<file path="src/rtl/iir_pkg.sv">
// Shared widths, FSM state type and signed saturation helper for the IIR requantisation datapath.
package iir_pkg;

  localparam int unsigned PROD_W    = 8;
  localparam int unsigned ACC_W     = 10;
  localparam int unsigned OUT_W     = 4;
  localparam int unsigned SHIFT     = 3;
  localparam int unsigned MAX_TAPS  = 8;
  localparam int unsigned SUM_W     = ACC_W + 1;
  localparam int unsigned TAP_CNT_W = $clog2(MAX_TAPS);

  typedef enum logic {
    ACC = 1'b0,
    OUT = 1'b1
  } state_t;

  // Clamp a SUM_W-bit signed value into the signed range of a w-bit word (w <= SUM_W).
  function automatic logic signed [SUM_W-1:0] sat_signed(input logic signed [SUM_W-1:0] x,
                                                        input int unsigned w);
    logic signed [SUM_W-1:0] hi;
    logic signed [SUM_W-1:0] lo;
    logic signed [SUM_W-1:0] res;
    hi = $signed(SUM_W'((64'd1 << (w - 1)) - 64'd1));
    lo = ~hi;
    res = x;
    if (x > hi) res = hi;
    else if (x < lo) res = lo;
    return res;
  endfunction

endpackage

</file>
<file path="src/rtl/iir_round_sat.sv">
// Combinational requantiser: add half an LSB, arithmetic shift right, saturate to OUT_W.
module iir_round_sat
  import iir_pkg::*;
(
  input  logic signed [ACC_W-1:0] acc_val,
  output logic signed [OUT_W-1:0] y_c
);

  localparam logic signed [SUM_W-1:0] HALF = SUM_W'(1 << (SHIFT - 1));

  logic signed [SUM_W-1:0] biased;
  logic signed [SUM_W-1:0] shifted;

  // Extra headroom bit keeps the rounding add from wrapping at +max.
  always_comb begin
    biased  = {acc_val[ACC_W-1], acc_val} + HALF;
    shifted = biased >>> SHIFT;
    y_c     = OUT_W'(sat_signed(shifted, OUT_W));
  end

endmodule

</file>
<file path="src/rtl/iir_mac_acc.sv">
// Saturating accumulate of a frame of tap products, requantised to one output sample with feedback history.
module iir_mac_acc
  import iir_pkg::*;
(
  input  logic                        clk,
  input  logic                        rst,
  input  logic signed [PROD_W-1:0]    prod_i,
  input  logic                        prod_valid_i,
  input  logic                        prod_last_i,
  output logic                        prod_ready_o,
  output logic signed [OUT_W-1:0]     y_o,
  output logic                        y_valid_o,
  input  logic                        y_ready_i,
  output logic signed [OUT_W-1:0]     y_d1_o,
  output logic signed [OUT_W-1:0]     y_d2_o,
  output logic                        ovf_o,
  input  logic                        clr_ovf_i,
  output logic                        err_taps_o,
  output logic [TAP_CNT_W-1:0]        tap_cnt_o
);

  state_t                    state, state_d;
  logic signed [ACC_W-1:0]   acc, acc_d;
  logic [TAP_CNT_W-1:0]      tap_cnt_d;
  logic signed [OUT_W-1:0]   y_d, y_d1_d, y_d2_d, y_round_c;
  logic                      y_valid_d, ovf_d, err_taps_d;

  logic                      beat;
  logic                      at_max;
  logic signed [SUM_W-1:0]   sum;
  logic signed [ACC_W-1:0]   sum_clamped;
  logic                      sum_ovf;

  assign prod_ready_o = (state == ACC);
  assign beat         = prod_valid_i & prod_ready_o;
  assign at_max       = (tap_cnt_o == TAP_CNT_W'(MAX_TAPS - 1));

  // Two sign bits of the widened sum disagree exactly when ACC_W would overflow.
  assign sum         = {acc[ACC_W-1], acc} + {{(SUM_W - PROD_W){prod_i[PROD_W-1]}}, prod_i};
  assign sum_ovf     = sum[SUM_W-1] ^ sum[SUM_W-2];
  assign sum_clamped = ACC_W'(sat_signed(sum, ACC_W));

  iir_round_sat u_round_sat (
    .acc_val (sum_clamped),
    .y_c     (y_round_c)
  );

  always_comb begin
    state_d    = state;
    acc_d      = acc;
    tap_cnt_d  = tap_cnt_o;
    y_d        = y_o;
    y_valid_d  = y_valid_o;
    y_d1_d     = y_d1_o;
    y_d2_d     = y_d2_o;
    err_taps_d = 1'b0;
    ovf_d      = ovf_o & ~clr_ovf_i;
    case (state)
      ACC: begin
        if (beat) begin
          acc_d     = sum_clamped;
          tap_cnt_d = tap_cnt_o + TAP_CNT_W'(1);
          if (sum_ovf) ovf_d = 1'b1;
          if (prod_last_i || at_max) begin
            y_d        = y_round_c;
            y_valid_d  = 1'b1;
            acc_d      = '0;
            tap_cnt_d  = '0;
            err_taps_d = ~prod_last_i;
            state_d    = OUT;
          end
        end
      end
      OUT: begin
        if (y_ready_i) begin
          y_d2_d    = y_d1_o;
          y_d1_d    = y_o;
          y_valid_d = 1'b0;
          state_d   = ACC;
        end
      end
      default: state_d = ACC;
    endcase
  end

  always_ff @(posedge clk or posedge rst) begin
    if (rst) begin
      state      <= ACC;
      acc        <= '0;
      tap_cnt_o  <= '0;
      y_o        <= '0;
      y_valid_o  <= 1'b0;
      y_d1_o     <= '0;
      y_d2_o     <= '0;
      ovf_o      <= 1'b0;
      err_taps_o <= 1'b0;
    end else begin
      state      <= state_d;
      acc        <= acc_d;
      tap_cnt_o  <= tap_cnt_d;
      y_o        <= y_d;
      y_valid_o  <= y_valid_d;
      y_d1_o     <= y_d1_d;
      y_d2_o     <= y_d2_d;
      ovf_o      <= ovf_d;
      err_taps_o <= err_taps_d;
    end
  end

endmodule

</file>
<file path="config.mk">
export PLATFORM = sky130hd
export DESIGN_NAME = iir_mac_acc
export DESIGN_NICKNAME = d
export VERILOG_FILES = /design/src/rtl/iir_pkg.sv /design/src/rtl/iir_round_sat.sv /design/src/rtl/iir_mac_acc.sv
export SDC_FILE = /design/constraint.sdc
export NUM_CORES = 1
export LEC_CHECK = 0
export CAP_MARGIN = 10
export CORE_MARGIN = 5
export CORE_UTILIZATION = 55
export CTS_CLUSTER_SIZE = 8
export DETAILED_ROUTE_END_ITERATION = 10
export PLACE_DENSITY = 0.82
export SYNTH_ARGS = -nofsm -noshare
export SYNTH_HDL_FRONTEND = slang
export SYNTH_HIERARCHICAL = 1
export SYNTH_SLANG_ARGS = --single-unit
</file>
<file path="constraint.sdc">
create_clock -name clk -period 5.85 [get_ports clk]
set_input_delay 1.17 -clock clk [delete_from_list [all_inputs] [get_ports clk]]
set_output_delay 1.17 -clock clk [all_outputs]
set_load 0.05 [all_outputs]
</file>
==> results of run 1 <==
==> worst max-delay path, delay by kind of cell <==
family | cells | cell delay [ns]
compound gates | 7 | 1.29
simple gates | 2 | 0.50
mux | 2 | 0.64
xor+xnor | 1 | 0.08
fa+ha+maj | 4 | 1.06
buf+inv | 3 | 0.61
==> metal layers <==
| layer | part of all wire [%] | wire length, um |
|---|---|---|
| met2 | 46 | 2043 |
| met1 | 49 | 2181 |
| met3 | 3.8 | 167 |
| met5 | 0 | 0 |
| met4 | 1.2 | 55 |
==> flip-flops by register name, summed over array words and instances (netlist names) <==
| name | flops |
|---|---|
| state | 1 |
| acc | 10 |
| ovf_o | 1 |
| tap_cnt_o | 3 |
| y_d2_o | 4 |
| y_d1_o | 4 |
| err_taps_o | 1 |
| y_o | 4 |
| y_valid_o | 1 |
==> worst paths after layout <==
kind	startpoint	to	slack [ns]	depth (start not counted)
setup / recovery	prod_i[0]	y_o[2]$_DFFE_PP0P_	0.67	19
hold / removal	acc[9]$_DFFE_PP0P_	acc[9]$_DFFE_PP0P_	0.48	2
setup reg to reg	acc[0]$_DFFE_PP0P_	y_o[2]$_DFFE_PP0P_	1.62	18
hold reg to reg	acc[9]$_DFFE_PP0P_	acc[9]$_DFFE_PP0P_	0.48	2
max in group asynchronous	rst	y_o[2]$_DFFE_PP0P_	3.73	2
min in group asynchronous	rst	err_taps_o$_DFF_PP0_	1.48	2
==> cell usage in the layout, fill, tap and decap left out, types with 5 or more instances in the layout <==
cell                               n
sky130_fd_sc_hd__a21oi_1           5
sky130_fd_sc_hd__clkbuf_8          6
sky130_fd_sc_hd__clkdlybuf4s50_1  32
sky130_fd_sc_hd__dfrtp_1          29
sky130_fd_sc_hd__ha_1             15
sky130_fd_sc_hd__inv_1            18
sky130_fd_sc_hd__mux2_2           12
sky130_fd_sc_hd__nand2_1          16
sky130_fd_sc_hd__nand3_1           9
sky130_fd_sc_hd__nor2_1            6
sky130_fd_sc_hd__o211ai_1          6
sky130_fd_sc_hd__o21ai_1          13
sky130_fd_sc_hd__o221ai_1          6
sky130_fd_sc_hd__xor2_1            5
==> per-stage QoR <==
step	hold WS [ns]	util [%]	setup WS (ns)	cells
finish	0.4818	68.87	0.6708	290
global route	0.4993	68.87	0.4196	290
CTS	0.4856	68.87	0.6743	290
detailed placement	0.4698	65.67	0.4314	282
global placement	0.4614	65.67	0.5023	282
floorplan	0.4526	-	1.143	208
==> area by class of cell <==
| cell class | count | area, um^2 |
|---|---|---|
| inverters | 18 | 67.56 |
| well taps | 48 | 60.06 |
| clock inverters | 1 | 30.03 |
| flip-flops and latches | 29 | 725.7 |
| fillers | 312 | 1131 |
| multi-input cells | 155 | 1212 |
| clock buffers | 7 | 86.33 |
| repair buffers | 32 | 320.3 |
==> impl_summary.log, run 1 <==
[metrics] Net count, final: 271
[metrics] Ys Warns: 6
[metrics] maximum number of pins on one net before global-route repair: 30
[metrics] total congestion overflow: 0
[metrics] row cnt: 22
[metrics] Post-CTS Setup Repair Bufs: 0
[metrics] mean number of vias per cell: 5.831
[metrics] Cells after Synth: 208
[metrics] CTS tree: yes
[metrics] delay of the slowest cell on the worst path: 0.47 ns
[metrics] number of global-route vias before repair: 1670
[metrics] Worst slew margin: 29.14%
[metrics] upper clock frequency limit: 193.1 MHz
[metrics] endpoints failing hold: 0
[metrics] number of violations of the max-capacitance limit: 0
[metrics] Hold Crit Class: flip-flop to flip-flop
[metrics] type of the worst setup path: input pin to flip-flop
[metrics] top-level I/O count: 33
[metrics] TritonCTS Buffers: 5
[metrics] clk sink count: 29
[metrics] GRT Util Overall: 18.64%
[metrics] Setup TNS: 0 ns
[metrics] most utilized layer in the global route result: met2
[metrics] RSZ-0062 raised after global routing: false
[metrics] gpl congestion: 0.8247
[metrics] clock slew at reported path FFs: 0.06 ns
[metrics] routed wire length: 4448 um
[metrics] count of TritonRoute iterations in the first routing pass: 4
[metrics] crit path launch type: input pin
[metrics] met2 Usage GRT: 30.28%
[metrics] x dimension of the die: 70.84 um
[metrics] Max H-tree Level: 2
[metrics] Final period util: 88.53%
[metrics] Critical-path top delay cell: sky130_fd_sc_hd__clkdlybuf4s50_1
[metrics] Final min period: 5.179 ns
[metrics] most used cell, CP: sky130_fd_sc_hd__ha_1
[metrics] M1 GR Usage: 24.57%
[metrics] number of nets produced by synthesis: 238
[metrics] post-cts gate resize count: 0
[metrics] fin. max-slew vios: 0
[metrics] number of design rule violations left after detail routing: 0
[metrics] Routed WL per cell: 15.34 um
[metrics] clock insertion delay at the later pin of the skew report: 0.28 ns
[metrics] clock tree skew after final layout: 0.006240 ns
[metrics] cell area after synthesis: 2036 um^2
[metrics] critical path arrival: 5.34 ns
[metrics] measured slew at the worst slew-check pin: 1.062 ns
[metrics] Die Height: 70.84 um
[metrics] largest driver fanout on the critical path: 16
[metrics] total vias in the final route: 1691
[metrics] cell area after placement: 2386 um^2
[metrics] CTS root buffer: sky130_fd_sc_hd__clkbuf_8
[metrics] count of antenna diodes in the layout: 0
[metrics] maximum buffer depth of the clock tree: 2
[metrics] layout-stage area growth over the synthesis result: 22.93%
[metrics] die area: 5018 um^2
[metrics] required arrival time at the worst endpoint: 6.01 ns
[metrics] layout cell share with drive strength beyond 1: 15.29%
[metrics] input/output buffers: 32
[metrics] initial standard-cell utilization of the core: 56.03%
[metrics] Detail Placement HPWL: 3318 um
[metrics] 1st-iter DRT viols: 86
[metrics] number of antenna violations at the first check in global routing: 0
[metrics] final-report setup violation count: 0
[metrics] syn avg cell area: 9.787 um^2
[metrics] quantity of hold-fixing buffers added after cts: 0
[metrics] Post-DRT Antenna Nets: 0
[metrics] ordered cell list for the critical path: clkdlybuf4s50_1, ha_1, inv_1, fa_1, and2b_1, o211ai_2, a211oi_2, o22ai_2, inv_1, ha_1, xor2_1, mux2_4, o21ai_1, ha_1, and3_2, o41ai_2, a31oi_1, o211ai_1, mux2_2
[metrics] outcome: finished, final reports clean
[metrics] placeable core area: 3633 um^2
[metrics] wire length of the first global-routing pass: 7610 um
[metrics] nature of the critical path endpoint: flip-flop
[metrics] fin area: 2502 um^2
[metrics] global-route track usage on met3: 5.114%
Power of run 1 is left out: the tool's default activity adds up to more than one toggle a clock period on the data nets, which glitch-free logic cannot reach.
==> inputs of run 2 (changes only) <==
- SYNTH_HIERARCHICAL: 1 -> not set
==> impl_summary.log, run 2 <==
[metrics] outcome: finished, final reports clean
[metrics] number of antenna violations at the first check in global routing: 0
[metrics] reg2reg start: acc[0]$_DFFE_PP0P_
[metrics] most common library cell in the layout ignoring fill and taps: sky130_fd_sc_hd__clkdlybuf4s50_1
[metrics] CTS tree: yes
[metrics] Post-synth top cells: 29 x sky130_fd_sc_hd__dfrtp_1, 22 x sky130_fd_sc_hd__nand2_1, 15 x sky130_fd_sc_hd__ha_1
[metrics] die area: 5132 um^2
[metrics] Register-to-Register Setup Slack: 1.19 ns
[metrics] clk sink count: 29
[metrics] post-synthesis async set-or-reset flop share: 100.0%
[metrics] layout-stage area growth over the synthesis result: 23.89%
[metrics] routed wire length: 4666 um
[metrics] commonest cells after routing, fill and taps aside: 32 x sky130_fd_sc_hd__clkdlybuf4s50_1, 29 x sky130_fd_sc_hd__dfrtp_1, 22 x sky130_fd_sc_hd__nand2_1
[metrics] Hold Path Stages: 2
[metrics] quantity of hold-fixing buffers added after cts: 0
[metrics] area fraction of the dominant cell type after synthesis: 34.73%
[metrics] final-report setup violation count: 0
[metrics] synth top area cells: sky130_fd_sc_hd__dfrtp_1 35%, sky130_fd_sc_hd__ha_1 9.0%, sky130_fd_sc_hd__mux2_2 4.3%
[metrics] number of violations of the max-capacitance limit: 0
[metrics] Hold Crit Class: flip-flop to flip-flop
[metrics] syn avg cell area: 9.764 um^2
[metrics] crit path launch type: input pin
[metrics] layout cell share with drive strength beyond 1: 15.42%
[metrics] gpl congestion: 0.8643
[metrics] cell area after synthesis: 2090 um^2
[metrics] Final period util: 95.62%
[metrics] TritonCTS Buffers: 5
[metrics] multiplexer area fraction after synthesis: 6.407%
[metrics] maximum buffer depth of the clock tree: 2
[metrics] top cell type by total area after synthesis: sky130_fd_sc_hd__dfrtp_1
[metrics] number of nets produced by synthesis: 244
[metrics] number of design rule violations left after detail routing: 0
[metrics] xor/xnor share of the synthesized area: 5.030%
[metrics] endpoint of the worst hold-timing path: y_valid_o$_DFFE_PP0P_
[metrics] 1st-iter DRT viols: 94
[metrics] Worst slew margin: 37.41%
[metrics] most instantiated library cell after synthesis: sky130_fd_sc_hd__dfrtp_1
[metrics] row cnt: 22
[metrics] Ys Warns: 0
[metrics] Critical-path top delay cell: sky130_fd_sc_hd__fa_1
[metrics] number of cells on the worst reg-to-reg path: 20
[metrics] mean number of vias per cell: 5.927
[metrics] largest driver fanout on the critical path: 5
[metrics] worst setup slack before clock tree synthesis: -0.07808 ns
[metrics] number of fillers in the final layout: 280
[metrics] upper clock frequency limit: 178.8 MHz
[metrics] Cells after Synth: 214
[metrics] endpoints failing hold: 0
[metrics] delay of the slowest cell on the worst path: 0.43 ns
[metrics] count of TritonRoute iterations in the first routing pass: 4
[metrics] Final min period: 5.594 ns
[metrics] post-synthesis simple-gate area fraction: 17.07%
[metrics] Die Height: 71.64 um
[metrics] most used cell, CP: sky130_fd_sc_hd__ha_1
[metrics] critical path arrival: 5.75 ns
[metrics] Seq/Total Area, Yosys: 34.73%
[metrics] wire length of the first global-routing pass: 8010 um
[metrics] maximum number of pins on one net before global-route repair: 30
[metrics] measured slew at the worst slew-check pin: 0.9317 ns
[metrics] number of storage elements in the synthesis netlist: 29
[metrics] input/output buffers: 32
[metrics] required arrival time at the worst endpoint: 6.01 ns
[metrics] number of flip-flops in the largest register: 10
[metrics] ordered cell list for the critical path: clkdlybuf4s50_1, ha_1, fa_1, a211oi_1, buf_4, nor4_1, o31ai_2, inv_1, ha_1, xnor2_1, mux2i_2, o21ai_0, ha_1, a31oi_1, o311ai_0, o41ai_1, a2bb2oi_1, o32ai_1, a21bo_2, and3_1, o22a_1
[metrics] count of different cell masters after synthesis: 60
[metrics] number of enable-type register cells in the synthesized netlist: 0
[metrics] CTS root buffer: sky130_fd_sc_hd__clkbuf_8
[metrics] capturing point of the worst reg2reg path: y_o[2]$_DFFE_PP0P_
[metrics] largest register by flop count: acc
[metrics] placeable core area: 3661 um^2
[metrics] number of global-route vias before repair: 1707
[metrics] total vias in the final route: 1784
[metrics] clock insertion delay at the later pin of the skew report: 0.28 ns
[metrics] nature of the critical path endpoint: flip-flop
[metrics] clock slew at reported path FFs: 0.06 ns
[metrics] Post-DRT Antenna Nets: 0
[metrics] launch instance of the worst min-delay path: y_valid_o$_DFFE_PP0P_
[metrics] complex-gate fraction of the synthesized area: 24.13%
[metrics] Net count, final: 282
[metrics] flip-flop cell with the highest count after synthesis: sky130_fd_sc_hd__dfrtp_1
[metrics] initial standard-cell utilization of the core: 57.07%
[metrics] adder and majority cell fraction of the synthesized area: 9.940%
[metrics] Detail Placement HPWL: 3592 um
[metrics] GRT Util Overall: 19.49%
[metrics] main combinational cell family by area after synthesis: compound AO/OA/AOI/OAI gates
[metrics] count of antenna diodes in the layout: 0
[metrics] x dimension of the die: 71.64 um
[metrics] fin. max-slew vios: 0
[metrics] Max H-tree Level: 2
[metrics] worst setup slack after layout: 0.2564 ns
[metrics] top-level I/O count: 33
[metrics] total congestion overflow: 0
[metrics] clock tree skew after final layout: 0.008444 ns
[metrics] type of the worst setup path: input pin to flip-flop
[metrics] Routed WL per cell: 15.50 um
run 2: cells by family (layout without fill, tap and decap cells):
group	after synthesis	in the layout
compound gates	65	65
xor+xnor	12	12
fa+ha+maj	16	16
buf+inv	15	54
flops	29	29
mux	12	12
simple gates	65	65
run 2: worst max-delay path by stage:
stage,slack (ns),startpoint,cells past startpoint,endpoint
after global placement,0.12,prod_i[0],19,y_o[0]$_DFFE_PP0P_
after global routing,-0.01,prod_i[0],21,y_o[2]$_DFFE_PP0P_
after CTS,0.21,prod_i[0],20,y_o[2]$_DFFE_PP0P_
after detailed placement,-0.08,prod_i[0],20,y_o[2]$_DFFE_PP0P_
final,0.26,prod_i[0],21,y_o[2]$_DFFE_PP0P_
after floorplan,0.61,prod_i[0],17,y_o[2]$_DFFE_PP0P_
run 2: what timing repair did:
| item | 4_1_cts | 5_1_grt |
|---|---|---|
| setup buffers | 0 | 1 |
| setup endpoints to repair | 0 | 3 |
| resized for setup | 0 | 1 |
run 2: final cells by class:
type	count	area, um^2	area share, %
Multi-Input combinational cell	170	1311	50.65
Tap cell	48	60.06	2.320
Sequential cell	29	725.7	28.03
Inverter	9	33.78	1.305
Timing Repair Buffer	37	377.9	14.60
Clock buffer	8	80.08	3.093
run 2: routing by layer:
metal | vias up | part of all wire (%) | GRT usage, %
met5 | - | 0 | 0
met4 | 0 | 1.2 | 4.175
met3 | 8 | 6.3 | 4.488
met2 | 59 | 49 | 32.04
met1 | 842 | 44 | 26.26
li1 | 875 | - | -
run 2: critical path: cells and delay by family:
kind | cells | cell delay [ns]
adders and majority gates | 4 | 1.24
buffers and inverters | 3 | 0.72
muxes | 1 | 0.18
xor gates and xnor gates | 1 | 0.29
and+or+nand+nor | 2 | 0.24
AOI/OAI and AO/OA | 10 | 1.90
run 2: metrics by stage:
stage	cells	cell area [um^2]	utilization, %	TNS [ns]	hold slack [ns]
5_1_grt	301	2589	70.71	-0.01123	0.5114
3_3_place_gp	291	2470	67.46	0	0.4608
4_1_cts	299	2550	69.65	0	0.4854
6_report	301	2589	70.71	0	0.4791
3_5_place_dp	291	2470	67.46	-0.1737	0.4719
2_1_floorplan	214	2090	-	0	0.4534
Power of run 2 is left out for the same reason.
